File: config.mk
export PLATFORM = sky130hd
export DESIGN_NAME = cfg_chain_ctrl
export DESIGN_NICKNAME = d
export VERILOG_FILES = /design/src/rtl/cfg_chain_pkg.sv /design/src/rtl/cfg_chain_shreg.sv /design/src/rtl/cfg_chain_ctrl.sv
export SDC_FILE = /design/constraint.sdc
export NUM_CORES = 1
export LEC_CHECK = 0
export ABC_AREA = 1
export CAP_MARGIN = 5
export CORE_ASPECT_RATIO = 0.75
export CORE_MARGIN = 2
export CORE_UTILIZATION = 45
export DETAILED_ROUTE_END_ITERATION = 12
export GPL_ROUTABILITY_DRIVEN = 0
export PLACE_DENSITY = 0.76
export REMOVE_ABC_BUFFERS = 1
export SETUP_SLACK_MARGIN = 0.02
export SYNTH_ARGS = -nofsm -noshare
export SYNTH_HDL_FRONTEND = slang
export SYNTH_SLANG_ARGS = --single-unit
File: constraint.sdc
create_clock -name CLK -period 1.9 [get_ports CLK]
set_input_delay 0.38 -clock CLK [delete_from_list [all_inputs] [get_ports CLK]]
set_output_delay 0.38 -clock CLK [all_outputs]
set_load 0.05 [all_outputs]
File: src/rtl/cfg_chain_pkg.sv
// Shared types and sizing helpers for the configuration-chain sequencer.
// Word count and last-word length are derived here so every user agrees on them.
package cfg_chain_pkg;

   typedef enum logic [2:0] {
      IDLE  = 3'd0,
      FETCH = 3'd1,
      SHIFT = 3'd2,
      UPD   = 3'd3,
      FIN   = 3'd4
   } state_e;

   function automatic int f_nwords(input int chain_len, input int word_w);
      return (chain_len + word_w - 1) / word_w;
   endfunction

   // The final word only carries whatever the chain has left over.
   function automatic int f_last_bits(input int chain_len, input int word_w);
      return chain_len - (f_nwords(chain_len, word_w) - 1) * word_w;
   endfunction

endpackage

File: src/rtl/cfg_chain_shreg.sv
// Per-word shift register: parallel load, serial out to the chain head,
// LSB-first capture of the chain tail, and the bit counter that ends a word.
module cfg_chain_shreg #(
   parameter int WORD_W = 8,
   parameter int CNT_W  = $clog2(WORD_W + 1)
) (
   input  logic              clk_i,
   input  logic              rst_i,
   input  logic              clr_i,
   input  logic              load_i,
   input  logic              shift_i,
   input  logic [WORD_W-1:0] data_i,
   input  logic              so_i,
   input  logic [CNT_W-1:0]  nbits_i,
   output logic              si_o,
   output logic [WORD_W-1:0] cap_o,
   output logic              word_done_o
);

   logic [WORD_W-1:0] sh_q, sh_d;
   logic [WORD_W-1:0] cap_q, cap_d;
   logic [CNT_W-1:0]  cnt_q, cnt_d;
   logic [CNT_W-1:0]  cnt_inc_s;

   assign cnt_inc_s   = cnt_q + CNT_W'(1);
   assign word_done_o = shift_i && (cnt_inc_s == nbits_i);
   assign si_o        = sh_q[0];
   assign cap_o       = cap_q;

   // Load captures bit 0 on the edge that opens the first shift; every later
   // shift edge captures the next tail bit, except after the word's last bit.
   always_comb begin
      sh_d  = sh_q;
      cap_d = cap_q;
      cnt_d = cnt_q;
      if (clr_i) begin
         sh_d  = '0;
         cap_d = '0;
         cnt_d = '0;
      end else if (load_i) begin
         sh_d  = data_i;
         cap_d = WORD_W'(so_i);
         cnt_d = '0;
      end else if (shift_i) begin
         sh_d  = sh_q >> 1;
         cnt_d = cnt_inc_s;
         if (cnt_inc_s < nbits_i) begin
            cap_d = cap_q | (WORD_W'(so_i) << cnt_inc_s);
         end else begin
            cap_d = cap_q;
         end
      end else begin
         sh_d  = sh_q;
         cap_d = cap_q;
         cnt_d = cnt_q;
      end
   end

   // Shift, capture and bit-count state
   always_ff @(posedge clk_i) begin
      if (rst_i) begin
         sh_q  <= '0;
         cap_q <= '0;
         cnt_q <= '0;
      end else begin
         sh_q  <= sh_d;
         cap_q <= cap_d;
         cnt_q <= cnt_d;
      end
   end

endmodule

File: src/rtl/cfg_chain_ctrl.sv
// Load/readback sequencer for a negative-edge scan configuration chain.
// Every output is registered from the next state so it lines up with the state.
module cfg_chain_ctrl
   import cfg_chain_pkg::*;
#(
   parameter int CHAIN_LEN = 64,
   parameter int WORD_W    = 8
) (
   input  logic              CLK,
   input  logic              RST,
   input  logic              START,
   input  logic              IN_VALID,
   input  logic [WORD_W-1:0] IN_DATA,
   output logic              IN_READY,
   output logic              SE,
   output logic              SI_OUT,
   input  logic              SO_IN,
   output logic              UPDATE,
   output logic              OUT_VALID,
   output logic [WORD_W-1:0] OUT_DATA,
   output logic              BUSY,
   output logic              DONE
);

   localparam int NWORDS    = f_nwords(CHAIN_LEN, WORD_W);
   localparam int LAST_BITS = f_last_bits(CHAIN_LEN, WORD_W);
   localparam int CNT_W     = $clog2(WORD_W + 1);
   localparam int WCNT_W    = $clog2(NWORDS + 1);

   localparam logic [WCNT_W-1:0] LAST_WORD   = WCNT_W'(NWORDS - 1);
   localparam logic [CNT_W-1:0]  FULL_BITS   = CNT_W'(WORD_W);
   localparam logic [CNT_W-1:0]  LAST_W_BITS = CNT_W'(LAST_BITS);

   state_e              state_q, state_d;
   logic [WCNT_W-1:0]   wcnt_q, wcnt_d;

   logic                in_ready_q, in_ready_d;
   logic                se_q, se_d;
   logic                update_q, update_d;
   logic                out_valid_q, out_valid_d;
   logic [WORD_W-1:0]   out_data_q, out_data_d;
   logic                busy_q, busy_d;
   logic                done_q, done_d;

   logic                hs_s;
   logic                shift_s;
   logic                clr_s;
   logic                last_word_s;
   logic                word_done_s;
   logic [CNT_W-1:0]    nbits_s;
   logic [WORD_W-1:0]   cap_s;
   logic                si_s;

   assign hs_s        = in_ready_q && IN_VALID;
   assign shift_s     = (state_q == SHIFT);
   assign clr_s       = (state_d == IDLE);
   assign last_word_s = (wcnt_q == LAST_WORD);
   assign nbits_s     = last_word_s ? LAST_W_BITS : FULL_BITS;

   cfg_chain_shreg #(
      .WORD_W (WORD_W),
      .CNT_W  (CNT_W)
   ) u_shreg (
      .clk_i       (CLK),
      .rst_i       (RST),
      .clr_i       (clr_s),
      .load_i      (hs_s),
      .shift_i     (shift_s),
      .data_i      (IN_DATA),
      .so_i        (SO_IN),
      .nbits_i     (nbits_s),
      .si_o        (si_s),
      .cap_o       (cap_s),
      .word_done_o (word_done_s)
   );

   // State register and word counter
   always_ff @(posedge CLK) begin
      if (RST) begin
         state_q <= IDLE;
         wcnt_q  <= '0;
      end else begin
         state_q <= state_d;
         wcnt_q  <= wcnt_d;
      end
   end

   // Next-state logic
   always_comb begin
      state_d = state_q;
      case (state_q)
         IDLE: begin
            if (START) state_d = FETCH;
            else       state_d = IDLE;
         end
         FETCH: begin
            if (hs_s) state_d = SHIFT;
            else      state_d = FETCH;
         end
         SHIFT: begin
            if (word_done_s) state_d = last_word_s ? UPD : FETCH;
            else             state_d = SHIFT;
         end
         UPD:     state_d = FIN;
         FIN:     state_d = IDLE;
         default: state_d = IDLE;
      endcase
   end

   // Word counter: advances per finished word, cleared whenever IDLE is next
   always_comb begin
      wcnt_d = wcnt_q;
      if (clr_s) begin
         wcnt_d = '0;
      end else if (word_done_s) begin
         wcnt_d = wcnt_q + WCNT_W'(1);
      end else begin
         wcnt_d = wcnt_q;
      end
   end

   // Output decode from the next state, so registered outputs track the state
   always_comb begin
      in_ready_d  = (state_d == FETCH);
      se_d        = (state_d == SHIFT);
      update_d    = (state_d == UPD);
      done_d      = (state_d == FIN);
      busy_d      = (state_d != IDLE);
      out_valid_d = word_done_s;
      if (word_done_s) begin
         out_data_d = cap_s;
      end else begin
         out_data_d = out_data_q;
      end
   end

   // Output registers
   always_ff @(posedge CLK) begin
      if (RST) begin
         in_ready_q  <= 1'b0;
         se_q        <= 1'b0;
         update_q    <= 1'b0;
         out_valid_q <= 1'b0;
         out_data_q  <= '0;
         busy_q      <= 1'b0;
         done_q      <= 1'b0;
      end else begin
         in_ready_q  <= in_ready_d;
         se_q        <= se_d;
         update_q    <= update_d;
         out_valid_q <= out_valid_d;
         out_data_q  <= out_data_d;
         busy_q      <= busy_d;
         done_q      <= done_d;
      end
   end

   assign IN_READY  = in_ready_q;
   assign SE        = se_q;
   assign SI_OUT    = si_s;
   assign UPDATE    = update_q;
   assign OUT_VALID = out_valid_q;
   assign OUT_DATA  = out_data_q;
   assign BUSY      = busy_q;
   assign DONE      = done_q;

endmodule

# Word-level counts from Yosys, hierarchy flattened
# Index checks and enable logic that the tools add are counted.
[totals] regBits=41 input_bits=13 output_inout_bits=15 wordCells=48
[classes] n_addsub=2 n_lt_le_gt_ge=1 n_eq_ne=9 shift=1 muxes=10 bitwise_logic=1 reduce_logical=11
[ops] op="8-bit two-way mux" n=2
[ops] op="3-bit by 2-bit == test with 1-bit output, second input constant" n=4
[ops] op="3-bit case mux with 4 select lines" n=1
[ops] op="4-bit by 1-bit adder with 4-bit output, second input constant" n=2
[ops] op="8-bit bitwise OR" n=1
[ops] op="1-bit by 4-bit left shift with 8-bit output" n=1
[ops] op="3-bit by 1-bit == test with 1-bit output, second input constant" n=2
[ops] op="3-bit logical NOT" n=2
[ops] op="2-bit two-way mux" n=3
[ops] op="4-bit by 3-bit == test with 1-bit output, second input constant" n=1
[ops] op="4-bit == test, second input constant" n=1
[ops] op="4-bit less-than comparator, second input constant" n=1
[ops] op="1-bit two-way mux" n=4
[ops] op="2-bit AND reduction" n=2
[ops] op="2-bit nonzero test" n=2
[ops] op="3-bit == test, second input constant" n=1
[ops] op="3-bit nonzero test" n=1
[ops] op="3-bit OR reduction" n=1
[ops] op="1-bit logical AND" n=2
[ops] op="2-bit OR reduction" n=1

# Logic depth before layout (Yosys ltp)
[logic_depth] depth_word=7 depth_mapped=12 mapped_depth_nobuf=11

# Hierarchy
# From an unflattened synthesis, not the netlist that was laid out.
[hier_totals] hier_cells=262 hier_area_um2=1913.1
[modules_own_cells] mod="cfg_chain_shreg" instances=1 cells_per_inst=168 area_each_um2=1139.8 seq_area_each_um2=400.4
[modules_own_cells] mod="cfg_chain_ctrl" instances=1 cells_per_inst=94 area_each_um2=773.2 seq_area_each_um2=420.4

# Worst setup path after synthesis
# No wires, ideal clock.
[synth_path] kind="flip-flop to flip-flop" start="register in_ready_q, in the netlist IN_READY" end="register u_shreg.cnt_q[3]" setup_ns=0.117 t_arrival_ns=1.540 required_time_ns=1.783 setup_slack_ns=0.243 path_stages_with_launch=9 n_path_buf=3 period_less_slack_ns=1.657 path_cell_list="dfxtp_1 -> nand2_1 -> buf_2 -> inv_1 -> clkbuf_1 -> nor2_1 -> nand2_1 -> buf_6 -> nor2_1"
[synth_between] elab_chain_cells=5
[synth_rtl] element="from (decl)" line="cfg_chain_ctrl.sv:37" text="logic in_ready_q, in_ready_d;"
[synth_rtl] element="from (signal assigned)" line="cfg_chain_ctrl.sv:148" text="in_ready_q <= in_ready_d;"
[synth_rtl] element="1-bit logical AND *" line="cfg_chain_ctrl.sv:54" text="assign hs_s = in_ready_q && IN_VALID;"
[synth_rtl] element="2-bit two-way mux" line="cfg_chain_ctrl.sv:97" text="if (hs_s) state_d = SHIFT;"
[synth_rtl] element="3-bit case mux with 4 select lines" line="cfg_chain_ctrl.sv:91" text="case (state_q)"
[synth_rtl] element="3-bit logical NOT" line="cfg_chain_ctrl.sv:56" text="assign clr_s = (state_d == IDLE);"
[synth_rtl] element="3-bit OR reduction (no source line) *"
[synth_rtl] element="to (signal assigned)" line="cfg_chain_shreg.sv:68" text="cnt_q <= cnt_d;"
[synth_rtl] element="to (decl)" line="cfg_chain_shreg.sv:22" text="logic [CNT_W-1:0] cnt_q, cnt_d;"
# Every way passes the cells marked *; elsewhere a longest branch is shown, timed or not.
# A chain may end at the register's enable or synchronous reset.

# Worst setup path in the final report
[layout_path] start="register out_data_q[0], in the netlist OUT_DATA[0]" end="output port OUT_DATA[0]"
[layout_rtl] element="from (decl)" line="cfg_chain_ctrl.sv:41" text="logic [WORD_W-1:0] out_data_q, out_data_d;"
[layout_rtl] element="from (signal assigned)" line="cfg_chain_ctrl.sv:152" text="out_data_q <= out_data_d;"
[layout_rtl] element="to (decl)" line="cfg_chain_ctrl.sv:20" text="output logic [WORD_W-1:0] OUT_DATA,"
# No word-level cell between the ends.

==> run_results.csv <==
group,metric,value,unit
pwr,p_per_area,718.3,nW/um^2
sta,worstMarginPinSlew,0.4989,ns
yosys,yosys.cell_types.count,26,
yosys,synth_enable_flop_cells,0,
global_routing,grt_max_degree,17,
global_routing,antenna_found_initial,0,
cells_and_area,nNetsFinal,280,
clock_tree,cts_sinks,41,
cells_and_area,regArea,822.0,um^2
route,dr.pass1.iters,4,
sta,fmaxAchievable,549.9,MHz
critical_path,cp_slowest_cell,"clkdlybuf4s50_1",
critical_path,cp_num_buf_inv,1,
clock_tree,clkTransAtPathRegs,0.08,ns
route,avgRoutedWirePerCell,11.19,um
critical_path,cp.arrival,1.44,ns
route,ant_nets,0,
critical_path,r2r_setup_slack,0.24,ns
critical_path,slowest_delay,0.80,ns
sta,fin_crit,1.818,ns
critical_path,r2r_start,"u_shreg.cnt_q[1]$_SDFFE_PP0N_",
yosys,synthFlopType,"dfxtp_1",
global_routing,grt_first_pass_wirelength,6265,um
yosys,syn_inst,227,
pwr,power,1.647,mW
route,post-route-drc-count,0,
yosys,syn-cell-area,1849,um^2
floorplanning,ios,28,
sta,finalSetupViolCount,0,
sta,setup_tns,0,ns
critical_path,crit_path_end_kind,"output pin",
cells_and_area,fillCellCount,368,
floorplanning,dieHeight,59.52,um
clock_tree,tritoncts,"done",
critical_path,cp_top_family,"buffers and inverters",
outcome,status,"completed",
clock_tree,cts_setup_buffers,0,
global_routing,grt_pass1_vias,1331,
cells_and_area,final_common_cell,"dfxtp_1",
run,max_cap_viol_count,0,
yosys,syn_area_per_cell,8.147,um^2
cells_and_area,syn2layout_area_growth,24.02,%
critical_path,ff2ff_path_depth,10,
clock_tree,clock_latency,0.30,ns
clock_tree,cts_root_buf,"clkbuf_8",
critical_path,path_depth,1,
critical_path,cp_max_fo,2,
sta,timing.final.crit_share,0.9570,
pwr,p_leak,0.9273,nW
floorplanning,start_util,0.4619,
sta,whs,0.4549,ns
route,drtIter0Drc,121,
cells_and_area,antenna_cells,0,
pwr,switchingPower,0.4079,mW
pwr,p_clk_frac,0.350,
global_routing,grt_overflow,0,
cells_and_area,mostFrequentLayoutCells,"dfxtp_1 (40), nand2_1 (34), nor2_1 (30), inv_1 (28), clkdlybuf4s50_1 (25)",
yosys,yosys_warnings,0,
sta,maxSlewHeadroom,0.6664,
placed_design,dpl.cell_count,312,
clock_tree,clk_path_buf_depth,2,
sta,hold_viol,0,
pwr,ir_worst_vdd,439.8,uV
placed_design,portBuffers,27,
yosys,synthArstFlopShare,0,
route,vias,1539,
clock_tree,htree_levels,2,
hold_path,hp-start,"u_shreg.cap_o[5]$_SDFFE_PP0P_",
pwr,seqPwrFrac,0.537,
placed_design,hpwlAfterDp,2579,um
pwr,comb_power_share,0.114,
yosys,yosysSeqAreaShare,0.4438,
critical_path,cp_cell_sequence,"clkdlybuf4s50_1",
critical_path,critPathLaunchType,"flip-flop",
critical_path,timing.rr.end,"wcnt_q[2]$_SDFFE_PP0P_",
hold_path,hold_depth,2,
hold_path,hold_end,"OUT_DATA[5]$_SDFFE_PP0P_",
cells_and_area,multiInputGateArea,870.8,um^2
clock_tree,cts-buffers-inserted,5,
floorplanning,placementRows,20,
pwr,intPower,1.239,mW
floorplanning,dieArea,4643,um^2
cells_and_area,drive_gt1_frac,0.1515,
critical_path,critPathKind,"flip-flop to output pin",
floorplanning,coreArea,4004,um^2
pwr,netSwitchingFraction,0.2476,
yosys,ys_ff_latch,41,
route,vias_per_cell,4.824,
sta,skew,0.006361,ns
sta,finalMaxSlewViolations,0,
sta,rsz0062_at_grt,"false",
hold_path,hp-class,"flip-flop to flip-flop",
global_routing,track_usage,0.1780,
floorplanning,die_w,78.02,um
cells_and_area,stdcell_count,319,
critical_path,cp.required,1.52,ns
route,wirelength,3571,um
## state kept, by name, indices dropped and copies added (netlist names)
name and count:
BUSY 1, DONE 1, IN_READY 1, OUT_DATA 8, OUT_VALID 1, SE 1
UPDATE 1, state_q 3, u_shreg.cap_o 8, u_shreg.cnt_q 4, u_shreg.sh_q 8, wcnt_q 4
## cell families (layout without fill, tap and decap cells)
logic type | Yosys count | in the layout | synth area share
adders and majority gates | 3 | 3 | 0.02030
DFF | 41 | 41 | 0.4438
AOI/OAI and AO/OA | 41 | 41 | 0.1461
xor gates and xnor gates | 4 | 4 | 0.01895
and+or+nand+nor | 103 | 103 | 0.2808
buffers and inverters | 35 | 72 | 0.08998
## cell usage after synthesis, drive strengths merged (3+ instances only)
cell,instances,area [um^2]
nand4,3,18.77
a21oi,10,57.56
dfxtp,41,820.8
ha,3,37.54
nor2,33,163.9
inv,28,105.1
o21ai,19,95.09
buf,6,57.55
nand2,41,186.4
nor3,4,20.02
a21boi,11,108.9
nand3,21,117.6
## cell type report
cell class,count,area share
Multi-Input combinational cell,151,0.3797
Inverter,28,0.04583
Clock buffer,7,0.03764
Timing Repair Buffer,37,0.1484
Sequential cell,41,0.3584
Tap cell,55,0.03001
## metrics by stage
| step | util | area (um^2) | worst slack (ns) |
|---|---|---|---|
| floorplan | - | 1788 | 0.1669 |
| global placement | 0.5488 | 2197 | 0.1620 |
| detailed placement | 0.5488 | 2197 | 0.1181 |
| CTS | 0.5703 | 2283 | 0.06579 |
| global route | 0.5728 | 2293 | 0.02078 |
| finish | 0.5728 | 2293 | 0.08164 |
## worst max-delay path by stage
stage,startpoint,endpoint,slack (ns)
after global routing,OUT_DATA[0]$_SDFFE_PP0P_,OUT_DATA[0],0.02
after CTS,OUT_DATA[0]$_SDFFE_PP0P_,OUT_DATA[0],0.07
after floorplan,IN_READY$_SDFF_PP0_,u_shreg.sh_q[0]$_SDFFE_PP0P_,0.17
final,OUT_DATA[0]$_SDFFE_PP0P_,OUT_DATA[0],0.08
after global placement,IN_VALID,u_shreg.sh_q[3]$_SDFFE_PP0P_,0.16
after detailed placement,IN_VALID,u_shreg.sh_q[0]$_SDFFE_PP0P_,0.12
## power groups by stage
| stage | Sequential (mW) | Clock (mW) | Combinational [mW] |
|---|---|---|---|
| after floorplan | 0.925 | 0 | 0.0890 |
| after global placement | 0.904 | 0 | 0.186 |
| after detailed placement | 0.904 | 0 | 0.185 |
| after CTS | 0.884 | 0.584 | 0.187 |
| after global routing | 0.886 | 0.624 | 0.206 |
| final | 0.884 | 0.576 | 0.187 |
## layer usage
| metal | routed length, um | up-vias | GRT usage |
|---|---|---|---|
| met3 | 132 | 7 | 0.06098 |
| met2 | 1486 | 31 | 0.2586 |
| met5 | 0 | - | 0 |
| li1 | - | 803 | - |
| met1 | 1901 | 698 | 0.2425 |
| met4 | 51 | 0 | 0.07519 |
## repair_timing
action | 4_1_cts | 5_1_grt
hold buffers | 0 | 0
gates resized for setup | 0 | 2
hold endpoints to repair | 0 | 0
setup endpoints to repair | 0 | 23
No activity file was read; power rests on OpenSTA's default activity.
